[src/rtl/gate_seq_ctrl.sv]
// Self-test sequencer for the 2-input, 6-function gate datapath.
// Optional macro GATE_SEQ_LOOP_EN: Start held in DONE re-runs the sweep with flags accumulating.
module gate_seq_ctrl #(
    parameter int HOLD_CYCLES = 4,
    parameter int CNT_W       = 8
) (
    input  logic       CLK,
    input  logic       RST,
    input  logic       Start,
    output logic [1:0] Gate_In,
    input  logic [5:0] Gate_Out,
    output logic       Busy,
    output logic       Done,
    output logic       Pass,
    output logic [5:0] Err_Mask,
    output logic [1:0] Err_Vec,
    output logic [1:0] dbg_state
);

    // Start is a level request with no ready: it is sampled only in IDLE
    // (or in DONE with the loop option); Busy high means a request is ignored.
    typedef enum logic [1:0] {
        IDLE = 2'd0,
        RUN  = 2'd1,
        DONE = 2'd2
    } state_t;

    localparam logic [CNT_W-1:0] LAST = CNT_W'(HOLD_CYCLES - 1);

    state_t           state;
    logic [CNT_W-1:0] count;
    logic [5:0]       expected;
    logic [5:0]       diff;
    logic [5:0]       mask_next;

    // Golden truth table, bits 5..0 = XNOR, XOR, NOR, OR, NAND, AND
    always_comb begin
        expected = 6'h2A;
        case (Gate_In)
            2'b00:   expected = 6'h2A;
            2'b01:   expected = 6'h16;
            2'b10:   expected = 6'h16;
            default: expected = 6'h25;
        endcase
        diff      = Gate_Out ^ expected;
        mask_next = Err_Mask | diff;
    end

    assign dbg_state = state;

    always_ff @(posedge CLK or posedge RST) begin
        if (RST) begin
            state    <= IDLE;
            count    <= '0;
            Gate_In  <= 2'b00;
            Busy     <= 1'b0;
            Done     <= 1'b0;
            Pass     <= 1'b0;
            Err_Mask <= 6'h00;
            Err_Vec  <= 2'b00;
        end else begin
            case (state)
                IDLE: begin
                    Done <= 1'b0;
                    if (Start) begin
                        state    <= RUN;
                        Busy     <= 1'b1;
                        Gate_In  <= 2'b00;
                        count    <= '0;
                        Err_Mask <= 6'h00;
                        Err_Vec  <= 2'b00;
                        Pass     <= 1'b0;
                    end
                end
                RUN: begin
                    if (count == LAST) begin
                        // Compare at the edge closing the vector's last hold cycle
                        Err_Mask <= mask_next;
                        if (Err_Mask == 6'h00 && diff != 6'h00) begin
                            Err_Vec <= Gate_In;
                        end
                        count <= '0;
                        if (Gate_In != 2'b11) begin
                            Gate_In <= Gate_In + 2'd1;
                        end else begin
                            state   <= DONE;
                            Busy    <= 1'b0;
                            Done    <= 1'b1;
                            Gate_In <= 2'b00;
                            Pass    <= ~|mask_next;
                        end
                    end else begin
                        count <= count + CNT_W'(1);
                    end
                end
                DONE: begin
                    Done <= 1'b0;
`ifdef GATE_SEQ_LOOP_EN
                    if (Start) begin
                        state   <= RUN;
                        Busy    <= 1'b1;
                        Gate_In <= 2'b00;
                        count   <= '0;
                    end else begin
                        state <= IDLE;
                    end
`else
                    state <= IDLE;
`endif
                end
                default: begin
                    state <= IDLE;
                    Busy  <= 1'b0;
                    Done  <= 1'b0;
                end
            endcase
        end
    end

endmodule

[config.mk]
export PLATFORM = sky130hd
export DESIGN_NAME = gate_seq_ctrl
export DESIGN_NICKNAME = d
export VERILOG_FILES = /design/src/rtl/gate_seq_ctrl.sv
export SDC_FILE = /design/constraint.sdc
export NUM_CORES = 1
export LEC_CHECK = 0
export ABC_AREA = 1
export ABC_CLOCK_PERIOD_IN_PS = 2000
export CAP_MARGIN = 20
export CORE_MARGIN = 5
export CORE_UTILIZATION = 30
export DETAILED_ROUTE_END_ITERATION = 16
export PLACE_DENSITY = 0.54
export SYNTH_ARGS = -nofsm -noshare
export SYNTH_HDL_FRONTEND = slang
export SYNTH_SLANG_ARGS = --single-unit
[constraint.sdc]
create_clock -name CLK -period 2 [get_ports CLK]
set_input_delay 0.6 -clock CLK [delete_from_list [all_inputs] [get_ports CLK]]
set_output_delay 0.6 -clock CLK [all_outputs]
set_load 0.01 [all_outputs]
==> flow_summary.json, run 1 <==
{
  "outcome": "finished clean",
  "worstSkewPairLatency_ns": 0.26,
  "via_count": 1098,
  "worst-path-stages": 1,
  "syn_to_final_growth_pct": 27.2,
  "path_clk_slew_ns": 0.08,
  "port_buffers": 23,
  "relSlewSlack": 0.779,
  "r2r_start": "Gate_In[0]$_DFFE_PP0P_",
  "synthesis.area_um2": 1260,
  "n_fill_cell": 438,
  "setup_viol": 0,
  "ir_drop_mv": 0.189,
  "diodes": 0,
  "grt_use_total": 0.119,
  "cp.arrival_ns": 1.31,
  "slowest_stage": "clkdlybuf4s50_1",
  "maxCapViolations": 0,
  "cts_tree": "built",
  "setup.worst_path.start": "dbg_state[1]$_DFFE_PP0P_",
  "die_y_um": 74.9,
  "std_cell_rows": 23,
  "fin_ws_ns": 0.0862,
  "ctsHoldBuffers": 0,
  "drive_above_1_share": 0.0856,
  "syn-num-nets": 172,
  "path_max_fanout": 3,
  "fin_crit_sh": 0.957,
  "cts_max_level": 1,
  "dp.cells": 233,
  "endpoint": "dbg_state[1]",
  "crit_family": "buffers and inverters",
  "nNetsFinal": 201,
  "coreArea_um2": 4030,
  "worstMarginPinSlew_ns": 0.331,
  "rsz0062_at_grt": "false",
  "ys_warn_count": 0,
  "wl_per_cell_um": 11.8,
  "p_total_mw": 0.790,
  "hp-class": "flip-flop to flip-flop",
  "syn_avg_cell_area_um2": 7.94,
  "final_max_slew_viol_count": 0,
  "synth_top_cell_area_share": 0.456,
  "criticalPathCategory": "flip-flop to primary output",
  "worst_path_largest_cell_delay_ns": 0.58,
  "hold_violations": 0,
  "fin_crit_ns": 1.91,
  "drt_iter0_drc": 49,
  "p_per_area_nw_per_um2": 492,
  "grt_pass1_wl_um": 5140,
  "first_pass_iters": 4,
  "drtAntennaViolNets": 0,
  "start_kind": "flip-flop",
  "p_leak_nw": 0.817,
  "endpoint_kind": "primary output",
  "crit_buf_inv": 1,
  "root_buffer": "clkbuf_8",
  "synth-seq-cells": 23,
  "synth_area_leader_cell": "dfrtp_1",
  "ys_seq_area_frac": 0.456,
  "dp_slack_ns": 0.0480,
  "grt_pass1_vias": 1171,
  "die_area_um2": 5610,
  "drt_wl_total_um": 2810,
  "r2r_slack_ns": 0.36,
  "grt_antenna_before_repair": 0,
  "hpwl_um": 2260,
  "route.detailed.drc": 0,
  "instances_no_fill": 237,
  "pin_count": 24,
  "place.gp.congestion": 0.823,
  "die_w_um": 74.9,
  "synth.area.top_cells": "dfrtp_1, nand2_1, inv_1, nor2_1, nand3_1",
  "ys_types": 23,
  "grt_max_degree": 24,
  "fmax_mhz": 523,
  "clock_sinks": 23,
  "grt_overflow": 0,
  "synthCells": 159,
  "start_util": 0.313,
  "numCtsBuffers": 3,
  "crit_chain": "clkdlybuf4s50_1",
  "skew_ns": 0.00717,
  "cts_buffer_depth": 2,
  "r2r_cells": 12,
  "postCtsResizedCells": 0,
  "cts_setup_buffers": 0,
  "viasPerCell": 4.63,
  "tns_ns": 0,
  "r2r_end": "Err_Vec[0]$_DFFE_PP0P_",
  "crit_required_ns": 1.40
}
-- report_power, final --
group / switching [mW] / internal (mW) / leakage [nW]
Combinational: 0.0209 / 0.0191 / 0.558
Sequential: 0 / 0.465 / 0.233
Clock: 0.146 / 0.139 / 0.0255
-- cell usage after synthesis --
library cell	count
o21ai_2	1
o22ai_1	2
inv_2	2
o211ai_2	1
inv_1	27
nor2_4	2
nand2_1	40
nor3_1	2
buf_6	1
ha_1	4
o21ai_0	4
a22o_1	1
nor3_2	1
a21boi_0	5
xor2_1	2
a21oi_1	5
o21ai_1	3
nand4_1	3
nand3_1	11
dfrtp_1	23
nor2_1	16
nor2_2	2
nor2_8	1
-- layout by cell type, fill, tap and decap left out, types with 2 or more instances in the layout --
cell,n
nand2_1,40
inv_1,27
dfrtp_1,23
clkdlybuf4s50_1,23
nor2_1,16
nand3_1,11
a21oi_1,5
a21boi_0,5
o21ai_0,4
ha_1,4
nand4_1,3
o21ai_1,3
clkbuf_8,3
inv_2,2
nor2_2,2
nor2_4,2
xor2_1,2
o22ai_1,2
nor3_1,2
buf_4,2
-- layout make-up --
class	instances	area, um^2	area share
sequential	23	576	0.359
multi-input combinational	106	567	0.353
timing repair buffer	25	245	0.153
inverter	29	109	0.0678
tap	50	62.6	0.0390
clock buffer	3	41.3	0.0257
clock inverter	1	5.00	0.00312
-- flip-flops by register name (all words and copies together), names as in the netlist --
name	cells
dbg_state	2
Err_Vec	2
Err_Mask	6
Pass	1
Gate_In	2
Done	1
Busy	1
count	8
-- worst register-to-register path: stages (launching register included) --
cell and delay, ns:
dfrtp_1 0.38, inv_1 0.11, ha_1 0.34, inv_1 0.07, nand2_1 0.05, nand2_1 0.07, nor2_1 0.14, nand3_1 0.08
nand2_1 0.07, nand2_1 0.08, nand2_1 0.09, nand2_1 0.06, nand2_1 0.05
-- through the flow --
step           hold slack (ns)  utilization  area, um^2
6_report                 0.480        0.398        1610
5_1_grt                  0.534        0.398        1610
4_1_cts                  0.490        0.398        1610
3_5_place_dp             0.470        0.387        1560
3_3_place_gp             0.467        0.387        1560
2_1_floorplan            0.468            -        1260
-- per-layer routing --
layer	wire (um)	part of all wire	GRT usage	vias to the layer above
met5	0	0	0	-
met4	34	0.012	0.0415	0
met3	121	0.043	0.0280	6
met2	1400	0.50	0.202	27
met1	1260	0.45	0.148	508
li1	-	-	-	557
-- worst min-delay path by stage --
stage	endpoint	startpoint	cells past startpoint	slack (ns)
after floorplan	count[0]$_DFFE_PP0P_	count[0]$_DFFE_PP0P_	1	0.47
after global placement	Err_Vec[1]$_DFFE_PP0P_	Err_Vec[1]$_DFFE_PP0P_	2	0.47
after CTS	Err_Vec[1]$_DFFE_PP0P_	Err_Vec[1]$_DFFE_PP0P_	2	0.49
final	Err_Vec[1]$_DFFE_PP0P_	Err_Vec[1]$_DFFE_PP0P_	2	0.48
after detailed placement	Err_Vec[1]$_DFFE_PP0P_	Err_Vec[1]$_DFFE_PP0P_	2	0.47
after global routing	Done$_DFFE_PP0P_	Done$_DFFE_PP0P_	2	0.53
-- cells by family (layout without fill, tap and decap cells) --
family          after synthesis  in the layout  share of synthesized area
flops                        23             23                      0.456
simple gates                 78             78                      0.284
xor+xnor                      2              2                     0.0139
buf+inv                      30             58                     0.0951
fa+ha+maj                     4              4                     0.0396
compound gates               22             22                      0.111
(Power assumes the default switching activity.)
==> inputs of run 2 (changes only) <==
- CORE_ASPECT_RATIO: default -> 0.75
==> run 2 against run 1 <==
Compared with the run above: cell area increased by 0.31%; first-iteration DRC count grew to 2.6 times the previous value; cell count increased by 2.1%; wire length down 1.3%; critical path type unchanged.
==> flow_summary.json, run 2 (same netlist as run 1, synthesis figures left out) <==
{
  "ir_drop_mv": 0.291,
  "hp-class": "flip-flop to flip-flop",
  "cts_tree": "built",
  "crit_family": "buffers and inverters",
  "cts_setup_buffers": 0,
  "via_count": 1098,
  "relSlewSlack": 0.773,
  "cts_max_level": 1,
  "die_w_um": 84.9,
  "instances_no_fill": 242,
  "hold_violations": 0,
  "worstMarginPinSlew_ns": 0.340,
  "start_util": 0.311,
  "numCtsBuffers": 3,
  "p_per_area_nw_per_um2": 491,
  "maxCapViolations": 0,
  "cp.arrival_ns": 1.32,
  "fin_crit_sh": 0.958,
  "grt_pass1_vias": 1153,
  "layout_commonest_cell": "nand2_1",
  "final_max_slew_viol_count": 0,
  "port_buffers": 23,
  "fin_crit_ns": 1.92,
  "fmax_mhz": 522,
  "p_comb_frac": 0.051,
  "holdWs_ns": 0.489,
  "nNetsFinal": 201,
  "p_seq_frac": 0.588,
  "final_cell_mix": "nand2_1, inv_1, dfrtp_1, clkdlybuf4s50_1, nor2_1",
  "largest_register": "count",
  "viasPerCell": 4.54,
  "grt_overflow": 0,
  "root_buffer": "clkbuf_8",
  "drt_iter0_drc": 126,
  "worst_path_largest_cell_delay_ns": 0.59,
  "grt_pass1_wl_um": 5060,
  "slowest_stage": "clkdlybuf4s50_1",
  "drtAntennaViolNets": 0,
  "diodes": 0,
  "route.detailed.drc": 0,
  "p_clk_frac": 0.362,
  "reg_top3": "count (8), Err_Mask (6)",
  "switching_share": 0.208,
  "crit_required_ns": 1.40,
  "grt_max_degree": 24,
  "cell_internal_pwr_mw": 0.626,
  "largest_register_ff_count": 8,
  "cts_buffer_depth": 2,
  "placed_area_um2": 1570,
  "hpwl_um": 2180,
  "std_cell_rows": 20,
  "crit_chain": "clkdlybuf4s50_1",
  "syn_to_final_growth_pct": 27.6,
  "outcome": "finished clean",
  "grt_use_total": 0.111,
  "wl_per_cell_um": 11.4,
  "die_area_um2": 5620,
  "path_clk_slew_ns": 0.08,
  "coreArea_um2": 4050,
  "p_total_mw": 0.790,
  "drt_wl_total_um": 2770,
  "criticalPathCategory": "flip-flop to primary output",
  "die_y_um": 66.2,
  "rsz0062_at_grt": "false",
  "pin_count": 24,
  "skew_ns": 0.00625,
  "first_pass_iters": 4,
  "power_switching_mw": 0.164,
  "p_leak_nw": 0.814,
  "clock_sinks": 23,
  "design_area_um2": 1610,
  "start_kind": "flip-flop",
  "fin_ws_ns": 0.0840,
  "setup_viol": 0,
  "dp.cells": 238,
  "ctsHoldBuffers": 0,
  "fin_util": 0.397,
  "worstSkewPairLatency_ns": 0.26,
  "postCtsResizedCells": 0,
  "dp_slack_ns": 0.0405,
  "grt_antenna_before_repair": 0,
  "drive_above_1_share": 0.0802,
  "tns_ns": 0,
  "endpoint_kind": "primary output",
  "path_max_fanout": 3,
  "crit_buf_inv": 1,
  "place.gp.congestion": 0.859
}
run 2: cell types whose count changed in the layout (fill, tap and decap cells not counted):
cell      before  now
clkbuf_1       0    1
clkinv_2       1    0
run 2: path summary, 6_finish.rpt:
kind,start,endpoint,slack [ns],cells past startpoint
min,Err_Vec[1]$_DFFE_PP0P_,Err_Vec[1]$_DFFE_PP0P_,0.49,2
min reg2reg,Err_Vec[1]$_DFFE_PP0P_,Err_Vec[1]$_DFFE_PP0P_,0.49,2
max reg2reg,Gate_In[0]$_DFFE_PP0P_,Err_Vec[1]$_DFFE_PP0P_,0.35,12
min in group asynchronous,RST,Err_Mask[0]$_DFFE_PP0P_,0.67,3
max,dbg_state[1]$_DFFE_PP0P_,dbg_state[1],0.08,1
max in group asynchronous,RST,Err_Mask[3]$_DFFE_PP0P_,1.10,3
run 2: layout make-up:
class                      instances  area, um^2
timing repair buffer              25         245
tap                               55        68.8
multi-input combinational        106         567
inverter                          29         109
clock buffer                       4        45.0
fill                             424        2440
sequential                        23         576
run 2: power groups by stage:
stage / sequential, mW / combinational, mW / clock (mW)
3_3_place_gp: 0.474 / 0.0405 / 0
2_1_floorplan: 0.474 / 0.0171 / 0
3_5_place_dp: 0.474 / 0.0411 / 0
6_report: 0.465 / 0.0400 / 0.286
5_1_grt: 0.465 / 0.0459 / 0.312
4_1_cts: 0.464 / 0.0412 / 0.298
run 2: routing by layer:
metal	GRT usage	routed length [um]	up-vias	part of all wire
met2	0.197	1330	29	0.48
li1	-	-	556	-
met4	0.0237	15	0	0.0054
met1	0.136	1300	510	0.47
met3	0.0286	126	3	0.045
met5	0	0	-	0
